[src/rtl/game_turn_ctrl_if.sv]
// Shared constants and the move/judger/RAM-write bundle used by game_turn_ctrl.
// The controller connects through the master modport; its environment uses the slave modport.
package game_turn_pkg;
  localparam int unsigned POS_W  = 6;
  localparam int unsigned CNT_W  = 7;
  localparam int unsigned RES_W  = 2;
  localparam int unsigned CELL_W = 2;

  localparam logic SIDE_RED   = 1'b0;
  localparam logic SIDE_GREEN = 1'b1;

  localparam logic [RES_W-1:0] JUDGER_INVALID = 2'd0;
  localparam logic [RES_W-1:0] JUDGER_VALID   = 2'd1;
  localparam logic [RES_W-1:0] JUDGER_WIN     = 2'd2;

  localparam logic [CELL_W-1:0] CELL_EMPTY = 2'b00;
  localparam logic [CELL_W-1:0] CELL_RED   = 2'b10;
  localparam logic [CELL_W-1:0] CELL_GREEN = 2'b01;
endpackage

interface game_turn_ctrl_if;
  import game_turn_pkg::*;

  logic              move_req;
  logic [POS_W-1:0]  move_pos;
  logic              move_ready;
  logic              jdg_en;
  logic              jdg_color;
  logic [POS_W-1:0]  jdg_pos;
  logic              jdg_done;
  logic [RES_W-1:0]  jdg_result;
  logic              ram_wr_en;
  logic [POS_W-1:0]  ram_wr_addr;
  logic [CELL_W-1:0] ram_wr_data;

  modport master (
    input  move_req, move_pos, jdg_done, jdg_result,
    output move_ready, jdg_en, jdg_color, jdg_pos, ram_wr_en, ram_wr_addr, ram_wr_data
  );

  modport slave (
    output move_req, move_pos, jdg_done, jdg_result,
    input  move_ready, jdg_en, jdg_color, jdg_pos, ram_wr_en, ram_wr_addr, ram_wr_data
  );
endinterface

[src/rtl/game_turn_ctrl.sv]
// Turn controller for the 8x8 board: clears the board, runs the judger handshake per move,
// commits legal moves to the board RAM, alternates sides and declares win or draw.
module game_turn_ctrl
  import game_turn_pkg::*;
(
  input  logic               clk,
  input  logic               rst_n,
  input  logic               i_new_game,
  game_turn_ctrl_if.master   bus,
  output logic               o_cur_side,
  output logic [CNT_W-1:0]   o_move_count,
  output logic               o_move_rejected,
  output logic               o_game_over,
  output logic               o_winner_valid,
  output logic               o_winner
);

  typedef enum logic [2:0] {
    S_CLEAR,
    S_WAIT_MOVE,
    S_JUDGE,
    S_COMMIT,
    S_RELEASE,
    S_OVER
  } state_e;

  state_e            r_state;
  logic [POS_W:0]    r_clear_addr;
  logic              r_new_game_pend;
  logic [RES_W-1:0]  r_result;
  logic              r_ended;
  logic              r_move_ready;
  logic              r_jdg_en;
  logic [POS_W-1:0]  r_jdg_pos;
  logic              r_ram_wr_en;
  logic [POS_W-1:0]  r_ram_wr_addr;
  logic [CELL_W-1:0] r_ram_wr_data;
  logic              r_cur_side;
  logic [CNT_W-1:0]  r_move_count;
  logic              r_move_rejected;
  logic              r_game_over;
  logic              r_winner_valid;
  logic              r_winner;

  logic              w_pend_any;
  logic              w_legal;
  logic              w_last_stone;
  logic [CELL_W-1:0] w_cell;

  assign w_pend_any   = r_new_game_pend | i_new_game;
  assign w_legal      = (bus.jdg_result == JUDGER_VALID) || (bus.jdg_result == JUDGER_WIN);
  assign w_last_stone = (r_move_count == CNT_W'(63));
  assign w_cell       = (r_cur_side == SIDE_RED) ? CELL_RED : CELL_GREEN;

  // Clear sweep uses the extra top bit of r_clear_addr as "address 63 already written".
  always_ff @(posedge clk or negedge rst_n) begin
    if (!rst_n) begin
      r_state         <= S_CLEAR;
      r_clear_addr    <= '0;
      r_new_game_pend <= 1'b0;
      r_result        <= JUDGER_INVALID;
      r_ended         <= 1'b0;
      r_move_ready    <= 1'b0;
      r_jdg_en        <= 1'b0;
      r_jdg_pos       <= '0;
      r_ram_wr_en     <= 1'b0;
      r_ram_wr_addr   <= '0;
      r_ram_wr_data   <= CELL_EMPTY;
      r_cur_side      <= SIDE_RED;
      r_move_count    <= '0;
      r_move_rejected <= 1'b0;
      r_game_over     <= 1'b0;
      r_winner_valid  <= 1'b0;
      r_winner        <= 1'b0;
    end else begin
      r_ram_wr_en     <= 1'b0;
      r_move_rejected <= 1'b0;
      case (r_state)
        S_CLEAR: begin
          r_move_count    <= '0;
          r_cur_side      <= SIDE_RED;
          r_winner_valid  <= 1'b0;
          r_winner        <= 1'b0;
          r_game_over     <= 1'b0;
          r_ended         <= 1'b0;
          r_new_game_pend <= 1'b0;
          if (i_new_game) begin
            r_clear_addr <= '0;
          end else if (r_clear_addr[POS_W]) begin
            r_state      <= S_WAIT_MOVE;
            r_move_ready <= 1'b1;
          end else begin
            r_ram_wr_en   <= 1'b1;
            r_ram_wr_addr <= r_clear_addr[POS_W-1:0];
            r_ram_wr_data <= CELL_EMPTY;
            r_clear_addr  <= r_clear_addr + (POS_W+1)'(1);
          end
        end

        // A restart beats a simultaneous move request.
        S_WAIT_MOVE: begin
          if (i_new_game) begin
            r_state      <= S_CLEAR;
            r_clear_addr <= '0;
            r_move_ready <= 1'b0;
          end else if (bus.move_req) begin
            r_jdg_pos    <= bus.move_pos;
            r_jdg_en     <= 1'b1;
            r_move_ready <= 1'b0;
            r_state      <= S_JUDGE;
          end
        end

        S_JUDGE: begin
          if (i_new_game) r_new_game_pend <= 1'b1;
          if (bus.jdg_done) begin
            r_result <= bus.jdg_result;
            r_jdg_en <= 1'b0;
            if (w_legal) begin
              r_state       <= S_COMMIT;
              r_ram_wr_en   <= 1'b1;
              r_ram_wr_addr <= r_jdg_pos;
              r_ram_wr_data <= w_cell;
            end else begin
              r_move_rejected <= 1'b1;
              r_state         <= S_RELEASE;
            end
          end
        end

        S_COMMIT: begin
          if (i_new_game) r_new_game_pend <= 1'b1;
          r_move_count <= r_move_count + CNT_W'(1);
          if (r_result == JUDGER_WIN) begin
            r_winner       <= r_cur_side;
            r_winner_valid <= 1'b1;
            r_ended        <= 1'b1;
          end else if (w_last_stone) begin
            r_ended <= 1'b1;
          end else begin
            r_cur_side <= ~r_cur_side;
          end
          r_state <= S_RELEASE;
        end

        // Judger must drop done before anything else happens.
        S_RELEASE: begin
          if (i_new_game) r_new_game_pend <= 1'b1;
          if (!bus.jdg_done) begin
            if (w_pend_any) begin
              r_state         <= S_CLEAR;
              r_clear_addr    <= '0;
              r_new_game_pend <= 1'b0;
            end else if (r_ended) begin
              r_state     <= S_OVER;
              r_game_over <= 1'b1;
            end else begin
              r_state      <= S_WAIT_MOVE;
              r_move_ready <= 1'b1;
            end
          end
        end

        S_OVER: begin
          if (i_new_game) begin
            r_state        <= S_CLEAR;
            r_clear_addr   <= '0;
            r_game_over    <= 1'b0;
            r_winner_valid <= 1'b0;
          end
        end

        default: begin
          r_state      <= S_CLEAR;
          r_clear_addr <= '0;
        end
      endcase
    end
  end

  assign bus.move_ready  = r_move_ready;
  assign bus.jdg_en      = r_jdg_en;
  assign bus.jdg_color   = r_cur_side;
  assign bus.jdg_pos     = r_jdg_pos;
  assign bus.ram_wr_en   = r_ram_wr_en;
  assign bus.ram_wr_addr = r_ram_wr_addr;
  assign bus.ram_wr_data = r_ram_wr_data;

  assign o_cur_side      = r_cur_side;
  assign o_move_count    = r_move_count;
  assign o_move_rejected = r_move_rejected;
  assign o_game_over     = r_game_over;
  assign o_winner_valid  = r_winner_valid;
  assign o_winner        = r_winner;

endmodule

[src/flat_wrapper.sv]
// flat-port wrapper written by rule: the top's interface ports become plain ports
module game_turn_ctrl_flat import game_turn_pkg::*;
  (clk, rst_n, i_new_game, o_cur_side, o_move_count, o_move_rejected, o_game_over, o_winner_valid, o_winner, bus_move_req, bus_move_pos, bus_jdg_done, bus_jdg_result, bus_move_ready, bus_jdg_en, bus_jdg_color, bus_jdg_pos, bus_ram_wr_en, bus_ram_wr_addr, bus_ram_wr_data);
  game_turn_ctrl_if bus_i ();
  input  logic clk;
  input  logic rst_n;
  input  logic i_new_game;
  output logic o_cur_side;
  output logic [CNT_W-1:0] o_move_count;
  output logic o_move_rejected;
  output logic o_game_over;
  output logic o_winner_valid;
  output logic o_winner;
  input wire logic [$bits(bus_i.move_req)-1:0] bus_move_req;
  input wire logic [$bits(bus_i.move_pos)-1:0] bus_move_pos;
  input wire logic [$bits(bus_i.jdg_done)-1:0] bus_jdg_done;
  input wire logic [$bits(bus_i.jdg_result)-1:0] bus_jdg_result;
  output wire logic [$bits(bus_i.move_ready)-1:0] bus_move_ready;
  output wire logic [$bits(bus_i.jdg_en)-1:0] bus_jdg_en;
  output wire logic [$bits(bus_i.jdg_color)-1:0] bus_jdg_color;
  output wire logic [$bits(bus_i.jdg_pos)-1:0] bus_jdg_pos;
  output wire logic [$bits(bus_i.ram_wr_en)-1:0] bus_ram_wr_en;
  output wire logic [$bits(bus_i.ram_wr_addr)-1:0] bus_ram_wr_addr;
  output wire logic [$bits(bus_i.ram_wr_data)-1:0] bus_ram_wr_data;
  assign bus_i.move_req = bus_move_req;
  assign bus_i.move_pos = bus_move_pos;
  assign bus_i.jdg_done = bus_jdg_done;
  assign bus_i.jdg_result = bus_jdg_result;
  assign bus_move_ready = bus_i.move_ready;
  assign bus_jdg_en = bus_i.jdg_en;
  assign bus_jdg_color = bus_i.jdg_color;
  assign bus_jdg_pos = bus_i.jdg_pos;
  assign bus_ram_wr_en = bus_i.ram_wr_en;
  assign bus_ram_wr_addr = bus_i.ram_wr_addr;
  assign bus_ram_wr_data = bus_i.ram_wr_data;
  game_turn_ctrl u_core (.clk(clk), .rst_n(rst_n), .i_new_game(i_new_game), .bus(bus_i), .o_cur_side(o_cur_side), .o_move_count(o_move_count), .o_move_rejected(o_move_rejected), .o_game_over(o_game_over), .o_winner_valid(o_winner_valid), .o_winner(o_winner));
endmodule
[config.mk]
export PLATFORM = sky130hd
export DESIGN_NAME = game_turn_ctrl_flat
export DESIGN_NICKNAME = d
export VERILOG_FILES = /design/src/rtl/game_turn_ctrl_if.sv /design/src/rtl/game_turn_ctrl.sv /design/src/flat_wrapper.sv
export SDC_FILE = /design/constraint.sdc
export NUM_CORES = 1
export LEC_CHECK = 0
export CAP_MARGIN = 20
export CORE_UTILIZATION = 45
export CTS_BUF_LIST = sky130_fd_sc_hd__clkbuf_2
export DETAILED_ROUTE_END_ITERATION = 10
export PLACE_DENSITY = 0.72
export SLEW_MARGIN = 0
export SYNTH_ARGS = -nofsm -noshare
export SYNTH_HDL_FRONTEND = slang
export SYNTH_SLANG_ARGS = --single-unit
export TNS_END_PERCENT = 100
[constraint.sdc]
create_clock -name clk -period 1.85 [get_ports clk]
set_clock_uncertainty 0.05 [all_clocks]
set_input_delay 0.2775 -clock clk [delete_from_list [all_inputs] [get_ports clk]]
set_output_delay 0.2775 -clock clk [all_outputs]
set_load 0.005 [all_outputs]
### After elaboration in Yosys (flattened, before gate mapping)

Index checks and enable logic that the tools add are counted.

* bits in registers: 43
* bits of input ports: 13
* output and inout bits: 30
* word-level logic and storage cells: 145

* add/subtract/negate cells: 2
* equality and inequality tests: 29
* mux-type cells: 68
* bitwise gates (word level): 4
* reductions and logical operators: 24

Operator list (number)
* $mux W7: 5
* $mux W1: 30
* $mux W3: 10
* $pmux W7 S4: 1
* $mux W6: 4
* $ne A2 B2 Y1 const B: 11
* $pmux W3 S6: 1
* $reduce_and A5 Y1: 3
* $add A7 B1 Y7 const B: 2
* $pmux W7 S2: 1
* $ne A2 B1 Y1 const B: 6
* $pmux W1 S3: 4
* $pmux W6 S2: 1
* $reduce_bool A3 Y1: 4
* $mux W2: 5
* $pmux W1 S2: 5
* $reduce_and A3 Y1: 3
* $reduce_and A4 Y1: 2
* $eq A7 B6 Y1 const B: 1
* $reduce_and A7 Y1: 1
* $eq A3 B2 Y1 const B: 2
* $eq A3 B3 Y1 const B: 2
* $ne A3 B3 Y1 const B: 2
* $reduce_and A2 Y1: 3
* other kinds (12): 18

### Longest topological paths before layout

Gate-level depths: netlist of run 1.

* depth in word-level cells: 5
* mapped depth: 7
* depth with buffers taken out: 5

### Worst setup path after synthesis of run 1

Ideal clock, no wire load.

* kind: register -> register
* from: register u_core.r_state[2]
* to: register u_core.r_ram_wr_addr[3], in the netlist u_core.bus.ram_wr_addr[3]
* setup time: 0.081 ns
* arrival time: 1.561 ns
* data required time: 1.719 ns
* path slack: 0.157 ns
* stages on the path, launching flop included: 7
* buffers on the path: 2
* clock period less this slack: 1.693 ns
* path through: dfrtp_1 -> or4_1 -> buf_2 -> o22ai_4 -> buf_6 -> nor2_1 -> a31oi_2

* word-level cells in the longest chain between the ends: 3
* elaborated cells between the ends (all ways): 9
* those cells by class: eq/ne: 5; mux: 1; reduce/logical: 3

Ends and longest elaborated chain
* start: declaration: RTL line game_turn_ctrl.sv:27 `state_e r_state;`
* start signal: assignment: RTL line game_turn_ctrl.sv:58 `r_state <= S_CLEAR;`
* start signal: assignment: RTL line game_turn_ctrl.sv:90 `r_state <= S_WAIT_MOVE;`
* start signal: assignment: RTL line game_turn_ctrl.sv:103 `r_state <= S_CLEAR;`
* $eq A3 B2 Y1 or $logic_not A3 Y1 (tied branches): RTL line game_turn_ctrl.sv:78 `case (r_state)`
* $ne A2 B1 Y1 (no line) (tied with other cells)
* $reduce_and A5 Y1 (no line)
* end signal: assignment: RTL line game_turn_ctrl.sv:94 `r_ram_wr_addr <= r_clear_addr[POS_W-1:0];`
* end signal: assignment: RTL line game_turn_ctrl.sv:122 `r_ram_wr_addr <= r_jdg_pos;`
* end: declaration: RTL line game_turn_ctrl.sv:36 `logic [POS_W-1:0] r_ram_wr_addr;`

Several ways; a longest one is shown, not always the timed one.
A chain may end at the register's enable or synchronous reset.

### Worst setup path after layout of run 1

* from: register u_core.r_move_count[1], in the netlist u_core.o_move_count[1]
* to: output o_move_count[1]

RTL lines
* start: declaration: RTL line game_turn_ctrl.sv:39 `logic [CNT_W-1:0] r_move_count;`
* start signal: assignment: RTL line game_turn_ctrl.sv:133 `r_move_count <= r_move_count + CNT_W'(1);`
* end: declaration: RTL line flat_wrapper.sv:9 `output logic [CNT_W-1:0] o_move_count;`

No word-level cell between the ends.

==> results of run 1 <==
[routing by layer]
| metal | vias up | share of wire (%) | global-route usage (%) |
|---|---|---|---|
| met3 | 11 | 4.5 | 5.00 |
| met4 | 0 | 2.1 | 9.80 |
| met5 | - | 0 | 0 |
| li1 | 1008 | - | - |
| met2 | 53 | 47 | 37.1 |
| met1 | 1011 | 46 | 30.3 |
[path summary, 6_finish.rpt]
kind	cells past startpoint	slack, ns	start	endpoint
setup / recovery	2	0.08	u_core.o_move_count[1]	o_move_count[1]
hold / removal	2	0.21	rst_n	u_core.r_state[1]
setup reg to reg	5	0.12	u_core.r_state[1]	u_core.r_state[0]
hold reg to reg	1	0.49	u_core.r_result[1]	u_core.r_result[1]
max in group asynchronous	3	0.94	rst_n	u_core.o_move_count[3]
min in group clk	2	0.36	bus_move_pos[3]	u_core.bus.jdg_pos[3]
[report_power, final]
| group | total [uW] | switching [uW] | internal (uW) |
|---|---|---|---|
| registers | 1470 | 224 | 1250 |
| logic | 2340 | 1110 | 1230 |
| clock network | 441 | 345 | 96.5 |
[flip-flops by register name (all words and copies together), names as in the netlist, 2 cells and up]
name                    cells
u_core.o_move_count         7
u_core.r_result             2
u_core.r_clear_addr         7
u_core.bus.ram_wr_addr      6
u_core.r_state              3
u_core.bus.ram_wr_data      2
u_core.bus.jdg_pos          6
[logic make-up (layout without fill, tap and decap cells)]
group,Yosys count,count (layout),share of synthesized area [%]
buf+inv,21,94,4.21
mux,11,11,5.39
compound gates,74,74,22.1
xor+xnor,2,2,0.787
fa+ha+maj,2,2,1.12
flops,43,43,48.3
simple gates,83,83,18.0
[worst max-delay path, stage by stage, from the launching register on]
cell and delay, ns:
dfrtp_1 0.40, buf_4 0.14, clkdlybuf4s50_1 0.50
[layout by cell type, fill, tap and decap left out, types with 4 or more instances in the layout]
cell / synthesis / final
inv_1: 8 / 8
dfrtp_2: 0 / 4
a31oi_1: 9 / 9
nand3_1: 10 / 10
a21oi_1: 14 / 14
clkbuf_2: 0 / 5
dfrtp_1: 43 / 39
clkdlybuf4s50_1: 0 / 40
buf_4: 1 / 33
o21ai_0: 21 / 21
nor2b_1: 5 / 5
nor2_1: 23 / 22
nand2_1: 24 / 24
mux2_2: 8 / 8
o211ai_1: 5 / 5
[final cells by class]
type | instances | share of cell area (%)
clock inverter | 3 | 0.790
tap | 67 | 2.78
clock buffer | 5 | 0.831
sequential | 43 | 35.9
inverter | 8 | 0.998
timing repair buffer | 78 | 23.5
multi-input combinational | 172 | 35.2
[timing repair]
action / CTS / global route
hold endpoints to repair: 18 / 0
hold buffers: 1 / 0
endpoints found under the setup margin: 2 / 8
setup buffers: 0 / 3
gates resized for setup: 1 / 6
[through the flow]
stage	utilization (%)	hold slack, ns	instance area [sq um]	setup WS (ns)
6_report	63.3	0.211	3010	0.0782
2_1_floorplan	-	-0.0681	2230	0.157
5_1_grt	63.3	0.230	3010	0.000921
3_3_place_gp	61.3	0.200	2920	-0.130
4_1_cts	62.6	0.219	2980	0.00581
3_5_place_dp	61.3	0.198	2920	-0.172
[cell usage after synthesis (2+ instances only)]
library cell  number  area (sq um)
nand3_1           10          50.1
o211ai_1           5          37.5
a22o_1             3          26.3
nor2_1            23          86.3
o21ai_0           21           105
a21o_1             2          15.0
a21oi_1           14          70.1
a31oi_2            3          37.5
a31oi_1            9          56.3
a32oi_1            2          17.5
nor2b_1            5          31.3
dfrtp_1           43          1080
nor3_1             3          15.0
nor4_1             3          18.8
mux2i_1            3          30.0
ha_1               2          25.0
and3_1             3          18.8
o22ai_1            3          18.8
or2_2              2          12.5
clkbuf_1           7          26.3
inv_1              8          30.0
buf_2              3          15.0
a22oi_1            2          15.0
a211oi_1           3          22.5
mux2_2             8          90.1
nand2_1           24          90.1
==> results.py, run 1 <==
metrics = {
    "floorplanning": {
        "die-width_um": 72.4,
        "fp.dieArea_sq_um": 5230,
        "rows": 25,
        "boundaryPins": 43,
        "core_sq_um": 4750,
        "start_util_pct": 46.8,
        "die_y_um": 72.4,
    },
    "sta": {
        "fin_tns_setup_ns": 0,
        "layout_min_cycle_time_ns": 1.77,
        "max-slew-margin-rel_pct": 69.0,
        "hold_viol": 0,
        "worstMarginPinSlew_ns": 0.466,
        "rsz0062_at_grt": "false",
        "min_period_over_period_pct": 95.8,
        "slew_viol_final": 0,
        "fmax_mhz": 564,
        "finalSetupViolCount": 0,
    },
    "setup_path": {
        "required_ns": 1.52,
        "cp_max_fo": 5,
        "critPathLaunchType": "register",
        "arrival_ns": 1.44,
        "critPathKind": "reg2out",
        "end_kind": "primary output",
    },
    "pwr": {
        "power_uw": 4250,
        "p_leak_uw": 0.00129,
        "powerDensity_nw_per_um2": 1410,
        "ir_worst_vdd_uv": 604,
    },
    "global_routing": {
        "grt_max_degree": 25,
        "grt_pass1_vias": 2026,
        "antenna_found_initial": 0,
        "grt_use_total_pct": 23.1,
        "grt_overflow": 0,
        "grt_pass1_wl_mm": 9.31,
    },
    "synth": {
        "synthArstFlopShare_pct": 100,
        "netlist_area_sq_um": 2230,
        "seq_area_frac_synth_pct": 48.3,
        "yosysWarnings": 0,
        "ys_ff_latch": 43,
        "synth-main-ff-cell": "dfrtp_1",
        "avgSynthCellArea_sq_um": 9.44,
        "synth_nets": 251,
        "synth_edf_count": 0,
        "syn_inst": 236,
        "synth_cell_types": 48,
    },
    "placement": {
        "dp.cells": 364,
        "gp_congestion": 0.881,
        "port-buffer-count": 42,
        "dp_hpwl_mm": 3.95,
    },
    "clock_tree": {
        "clk_path_buf_depth": 2,
        "clock_latency_ns": 0.45,
        "cts_htree_levels": 2,
        "clk_pin_slew_worst_paths_ns": 0.27,
        "clock_sinks": 43,
        "cts_buffers": 5,
        "cts_root_buf": "clkbuf_2",
        "cts_tree": "yes",
    },
    "cells_and_area": {
        "regArea_sq_um": 1080,
        "multi_input_area_sq_um": 1060,
        "fin_nets": 323,
        "finalNonFillerCells": 376,
        "drive_gt1_share_pct": 20.4,
        "area_delta_synth_final_pct": 35.2,
        "fillers": 409,
        "n_antenna_cell": 0,
    },
    "min_path": {
        "hp-class": "in2async",
    },
    "flow_run": {
        "max_cap_viol_count": 0,
    },
    "routing": {
        "wirelength_mm": 5.45,
        "drc": 0,
        "num_vias": 2083,
        "dr.pass1.iters": 5,
        "drt_iter0_markers": 103,
        "vias_per_cell": 5.54,
        "wl_per_cell_um": 14.5,
        "antenna_left": 0,
    },
    "run_status": {
        "outcome": "finished clean",
    },
}
No activity file was read; power rests on OpenSTA's default activity.
==> run 2, diff against run 1 <==
--- a/config.mk
+++ b/config.mk
@@ -5,7 +5,7 @@
 export SDC_FILE = /design/constraint.sdc
 export NUM_CORES = 1
 export LEC_CHECK = 0
-export CAP_MARGIN = 20
+export CAP_MARGIN = 25
 export CORE_UTILIZATION = 45
 export CTS_BUF_LIST = sky130_fd_sc_hd__clkbuf_2
 export DETAILED_ROUTE_END_ITERATION = 10
==> results of run 2 <==
The final DEF is identical to that of run 1; final timing and power are the same.
==> patch 1 (config.mk and constraints of run 2) <==
Change the package constant `CELL_W` from 2 to 4.
--- a/src/rtl/game_turn_ctrl_if.sv
+++ b/src/rtl/game_turn_ctrl_if.sv
@@ -5,5 +5,5 @@
   localparam int unsigned CNT_W  = 7;
   localparam int unsigned RES_W  = 2;
-  localparam int unsigned CELL_W = 2;
+  localparam int unsigned CELL_W = 4;
 
   localparam logic SIDE_RED   = 1'b0;
Ports: changed (resized bus_ram_wr_data); port bits go from 43 to 45. The function was not compared with the original's and may differ.
==> patch 1 against run 2 <==
- wire length shrank 0.42%
- cell area fell by 1.6%
- worst setup slack better by 0.0037 ns
- synthesized cell count rose by 0.42%
- area after synthesis up 2.9%
- critical path depth decreased by 1
- sequential cell count stayed put
- non-clock buffer count decreased by 12
- power shrank 1.1%
- maximum frequency is 0.21% higher
==> patch 1: results (changes against run 2) <==
- The via count of the first global-routing pass came to 1878 (-7.3%).
- The pre-CTS setup slack was -0.174 ns (-0.00226 ns).
- Mean post-synth cell area: 9.67 µm² (+2.4%)
- The clock insertion delay at the later pin of the skew report is 0.43 ns (-0.02 ns).
- The largest stage delay on the critical path is 0.53 ns (+0.03 ns).
- The met1 layer wirelength in the final routing was 2690 µm (+6.9%).
* Sequential area share after synthesis: 47.0% (-1.3 points)
- The worst voltage drop across the vdd grid is 0.602 mV (-0.32%).
- The final weighted congestion in routability-driven placement is 0.899 (+2.1%).
* Max-cap check violation count: 0 (unchanged)
* Time the final worst path needs with I/O delays and setup: 1.77 ns (-0.00373 ns)
* Estimated wirelength of the detail-placed design: 3830 µm (-3.2%)
- Yosys attributes the largest share of cell area to sky130_fd_sc_hd__dfrtp_1 47%, sky130_fd_sc_hd__a21oi_1 4.4%, sky130_fd_sc_hd__mux2i_1 4.4%, sky130_fd_sc_hd__o21ai_0 4.2%, sky130_fd_sc_hd__mux2_2 3.9%.
- After synthesis, the most frequently instantiated cells are 43 x sky130_fd_sc_hd__dfrtp_1, 20 x sky130_fd_sc_hd__a21oi_1, 19 x sky130_fd_sc_hd__o21ai_0.
- Overall routed net length: 5430 µm (-0.42%)
* Total Routing Usage GR: 22.4% (-0.69 points)
* Adder-cell share of the synthesized area: 1.09% (-0.031 points)
* Average detailed-routed wire length per instance: 14.9 µm (+2.9%)
- The distinct cell type count after synthesis is 51 (+6.3%).
- Pin count of the biggest net entering global routing: 44 (+76%)
- The clock-pin slew on the worst setup and hold paths was 0.22 ns (-0.05 ns).
* Cell leakage power: 1.27 nW (-1.5%)
- The violation count after the first detailed-route iteration came to 165 (+60%).
- The critical path starts at u_core.bus.jdg_color$_DFFE_PN0P_.
* Share of cell area taken by muxes after synthesis: 8.30% (+2.9 points)
- The number of detailed-route iterations in the first pass is 4 (-1).
- The headroom to the max-slew limit is 63.7% (-5.3 points).
* R2r endpoint: u_core.r_clear_addr[2]$_DFFE_PN0P_
* Compound-cell area share of the yosys netlist: 20.3% (-1.8 points)
* Status: finished, final reports clean
* WL met3: 258 µm (+6.2%)
* Switching part of the total power: 40.1% (+0.63 points)
- Wire length of the first global-routing pass: 9120 µm (-2.0%)
* Layout net count: 311 (-3.7%)
- The area share of xor/xnor cells in the synthesized design came to 0.765% (-0.022 points).
* Routed length on met2: 2380 µm (-7.8%)
- The number of filler cells placed in the layout was 414 (+1.2%).
- The detailed-route vias per instance is 5.54 (about the same).
- The slack of the worst reg-to-reg path came to 0.10 ns (-0.02 ns).
- Count of cells along the worst register-to-register path: 4 (-1)
- Share of cells above drive strength 1: 18.2% (-2.2 points)
- The most critical setup path has its endpoint at o_cur_side.
==> patch 1: worst min-delay path by stage <==
stage | to | slack [ns] | cells after the start
floorplan | u_core.bus.jdg_color$_DFFE_PN0P_ | -0.07 | 0
global placement | u_core.bus.jdg_pos[1]$_DFFE_PN0P_ | 0.34 | 2
detailed placement | u_core.bus.jdg_pos[1]$_DFFE_PN0P_ | 0.34 | 2
CTS | u_core.r_clear_addr[2]$_DFFE_PN0P_ | 0.39 | 3
global route | u_core.bus.jdg_pos[0]$_DFFE_PN0P_ | 0.38 | 2
finish | u_core.r_clear_addr[3]$_DFFE_PN0P_ | 0.38 | 3
==> patch 1: cells by family (layout without fill, tap and decap cells) <==
family	count (synthesis)	after routing
adder cells (fa/ha/maj)	2	2
AND/OR/NAND/NOR	73	73
flip-flops	43	43
XOR/XNOR	2	2
buffers and inverters	25	84
multiplexers	18	18
other	1	2
AO/OA/AOI/OAI	73	73
==> patch 1: worst register-to-register path: cells and delay by family (launching register included) <==
| family | cells | cell delay [ns] |
|---|---|---|
| AOI/OAI and AO/OA | 3 | 0.57 |
| DFF | 1 | 0.54 |
| and+or+nand+nor | 1 | 0.55 |
==> patch 1: what timing repair did <==
action,in CTS,in global routing
gates resized for setup,1,7
hold buffers,1,0
endpoints found under the hold margin,43,0
endpoints found under the setup margin,2,16
gates cloned,0,0
==> patch 1: per-layer routing <==
metal / vias up / global-route usage, %
li1: 990 / -
met1: 961 / 33.3
met2: 58 / 31.7
met3: 9 / 5.08
met4: 0 / 8.76
met5: - / 0
==> patch 1: final cells by class <==
cell class                 count  area [µm²]  share of cell area [%]
timing repair buffer          66         627                    21.2
tap                           67        83.8                    2.83
multi-input combinational    170        1080                    36.6
inverter                      10        41.3                    1.39
clock inverter                 2        12.5                   0.422
sequential                    43        1080                    36.6
clock buffer                   6        30.0                    1.01
==> patch 1: stage by stage <==
step                      util (%)  TNS, ns  cell area, µm²
after global placement        60.1    -1.19            2900
after CTS                     61.2        0            2950
final                         61.5        0            2960
after detailed placement      60.1    -1.79            2900
after global routing          61.5        0            2960
after floorplan                  -        0            2290
==> patch 1: power by group through the flow <==
stage                     Combinational (mW)  Clock [mW]  Sequential [mW]
after floorplan                         1.32           0             1.49
after global placement                  2.20           0             1.55
after detailed placement                2.22           0             1.56
after CTS                               2.23       0.424             1.54
after global routing                    2.49       0.464             1.60
final                                   2.24       0.414             1.55
==> patch 2 (config.mk and constraints of run 2) <==
Without the edit above. One comparison of `r_move_count` changes from == to >=.
--- a/src/rtl/game_turn_ctrl.sv
+++ b/src/rtl/game_turn_ctrl.sv
@@ -50,5 +50,5 @@
   assign w_pend_any   = r_new_game_pend | i_new_game;
   assign w_legal      = (bus.jdg_result == JUDGER_VALID) || (bus.jdg_result == JUDGER_WIN);
-  assign w_last_stone = (r_move_count == CNT_W'(63));
+  assign w_last_stone = (r_move_count >= CNT_W'(63));
   assign w_cell       = (r_cur_side == SIDE_RED) ? CELL_RED : CELL_GREEN;
 
Behaviour: no difference found for any inputs over 10 cycles, from zero or initial values and one cycle with rst_n low; that may be too few to reach the edited logic, so the function may still have changed.
==> patch 2 against run 2 <==
- cell area is 1.9% lower
- maximum frequency is 2.6% lower
- register-to-register slack worse by 0.09 ns
- wire length is 4.9% lower
- area after synthesis is 0.73% higher
- power is 9.0% lower
- combinational power is 15% lower
- sequential cell count stayed put
- worst setup slack worse by 0.048 ns
- count of clock-buffer cells in the layout is 1 higher
- first-iteration DRC count is 47% lower
- synthesized cell count is 8.9% lower
- largest power group unchanged
==> patch 2: results (changes against run 2) <==
* Status: finished, final reports clean
- Syn_nets: 230 (-8.4%)
- Data arrival, critical path: 2.09 ns (+0.65 ns)
- The met1 layer wirelength in the final routing is 2490 µm (-0.91%).
* Startpoint of the most critical setup path: u_core.r_state[2]$_DFFE_PN0P_
- The share of the yosys chip area belonging to registers came to 48.0% (-0.35 points).
- Cell leakage power: 1.34 nW (+4.1%)
- Final Power: 3.87 mW (-9.0%)
- The clock insertion delay at the later pin of the skew report is 0.41 ns (-0.04 ns).
* Maximum cell stage delay along the critical path: 0.58 ns (+0.08 ns)
- The final weighted congestion in routability-driven placement is 0.887 (+0.74%).
* Worst Tran Pin Value: 0.490 ns (+0.0243 ns)
- The maximum frequency from static timing analysis was 550 MHz (-2.6%).
- The pre-CTS setup slack is -0.271 ns (-0.0995 ns).
- Pin count of the biggest net entering global routing: 23 (-8.0%)
* Adder-cell share of the synthesized area: 1.12% (-0.0081 points)
* Switching part of the total power: 36.4% (-3.1 points)
* Worst-path fanout max: 7 (+2)
* Clock-pin transition on the worst setup and hold timing paths: 0.23 ns (-0.04 ns)
- Number of global-route vias before repair: 1823 (-10%)
- Number of distinct library cell variants in the gate-level netlist after synthesis: 47 (-2.1%)
- The share of the synthesized area in compound gates (AO/OA/AOI/OAI) came to 16.2% (-5.9 points).
- The global-route wire length before repair came to 8890 µm (-4.5%).
- Estimated wirelength of the detail-placed design: 3810 µm (-3.7%)
* Layout net count: 297 (-8.0%)
- The routed length per instance came to 14.8 µm (+2.1%).
- The post-synthesis mux area share is 13.3% (+7.9 points).
- Synthesized-area fraction occupied by xor and xnor cells: 0.390% (-0.40 points)
- The power of the clock network came to 411 µW (-6.8%).
- Tightest hold margin: 0.264 ns (+0.0534 ns)
- Cell class contributing the biggest share of worst-path delay: simple AND/OR/NAND/NOR gates
- The slack of the worst reg-to-reg path came to 0.03 ns (-0.09 ns).
## patch 2: through the flow
stage,instances,setup TNS (ns)
finish,350,0
CTS,350,0
global route,350,-0.000229
detailed placement,341,-2.67
floorplan,215,-0.142
global placement,341,-2.21
## patch 2: area by class of cell
type,count,area (µm²)
Inverter,6,22.5
Timing Repair Buffer,71,648
Multi-Input combinational cell,155,1080
Clock buffer,6,30.0
Sequential cell,43,1080
Fill cell,411,1800
Tap cell,67,83.8
Clock inverter,2,12.5
## patch 2: kinds of logic (layout without fill, tap and decap cells)
| group | count (synthesis) | in the layout |
|---|---|---|
| AND/OR/NAND/NOR | 70 | 70 |
| adder cells (fa/ha/maj) | 2 | 2 |
| XOR/XNOR | 1 | 1 |
| multiplexers | 25 | 25 |
| flip-flops | 43 | 43 |
| buffers and inverters | 17 | 85 |
| AO/OA/AOI/OAI | 57 | 57 |
## patch 2: timing repair
action                                 CTS  global route
resized for setup                        1             0
setup endpoints to repair                4             1
buffers inserted                         0             0
hold buffers                             1             0
endpoints found under the hold margin   20             0
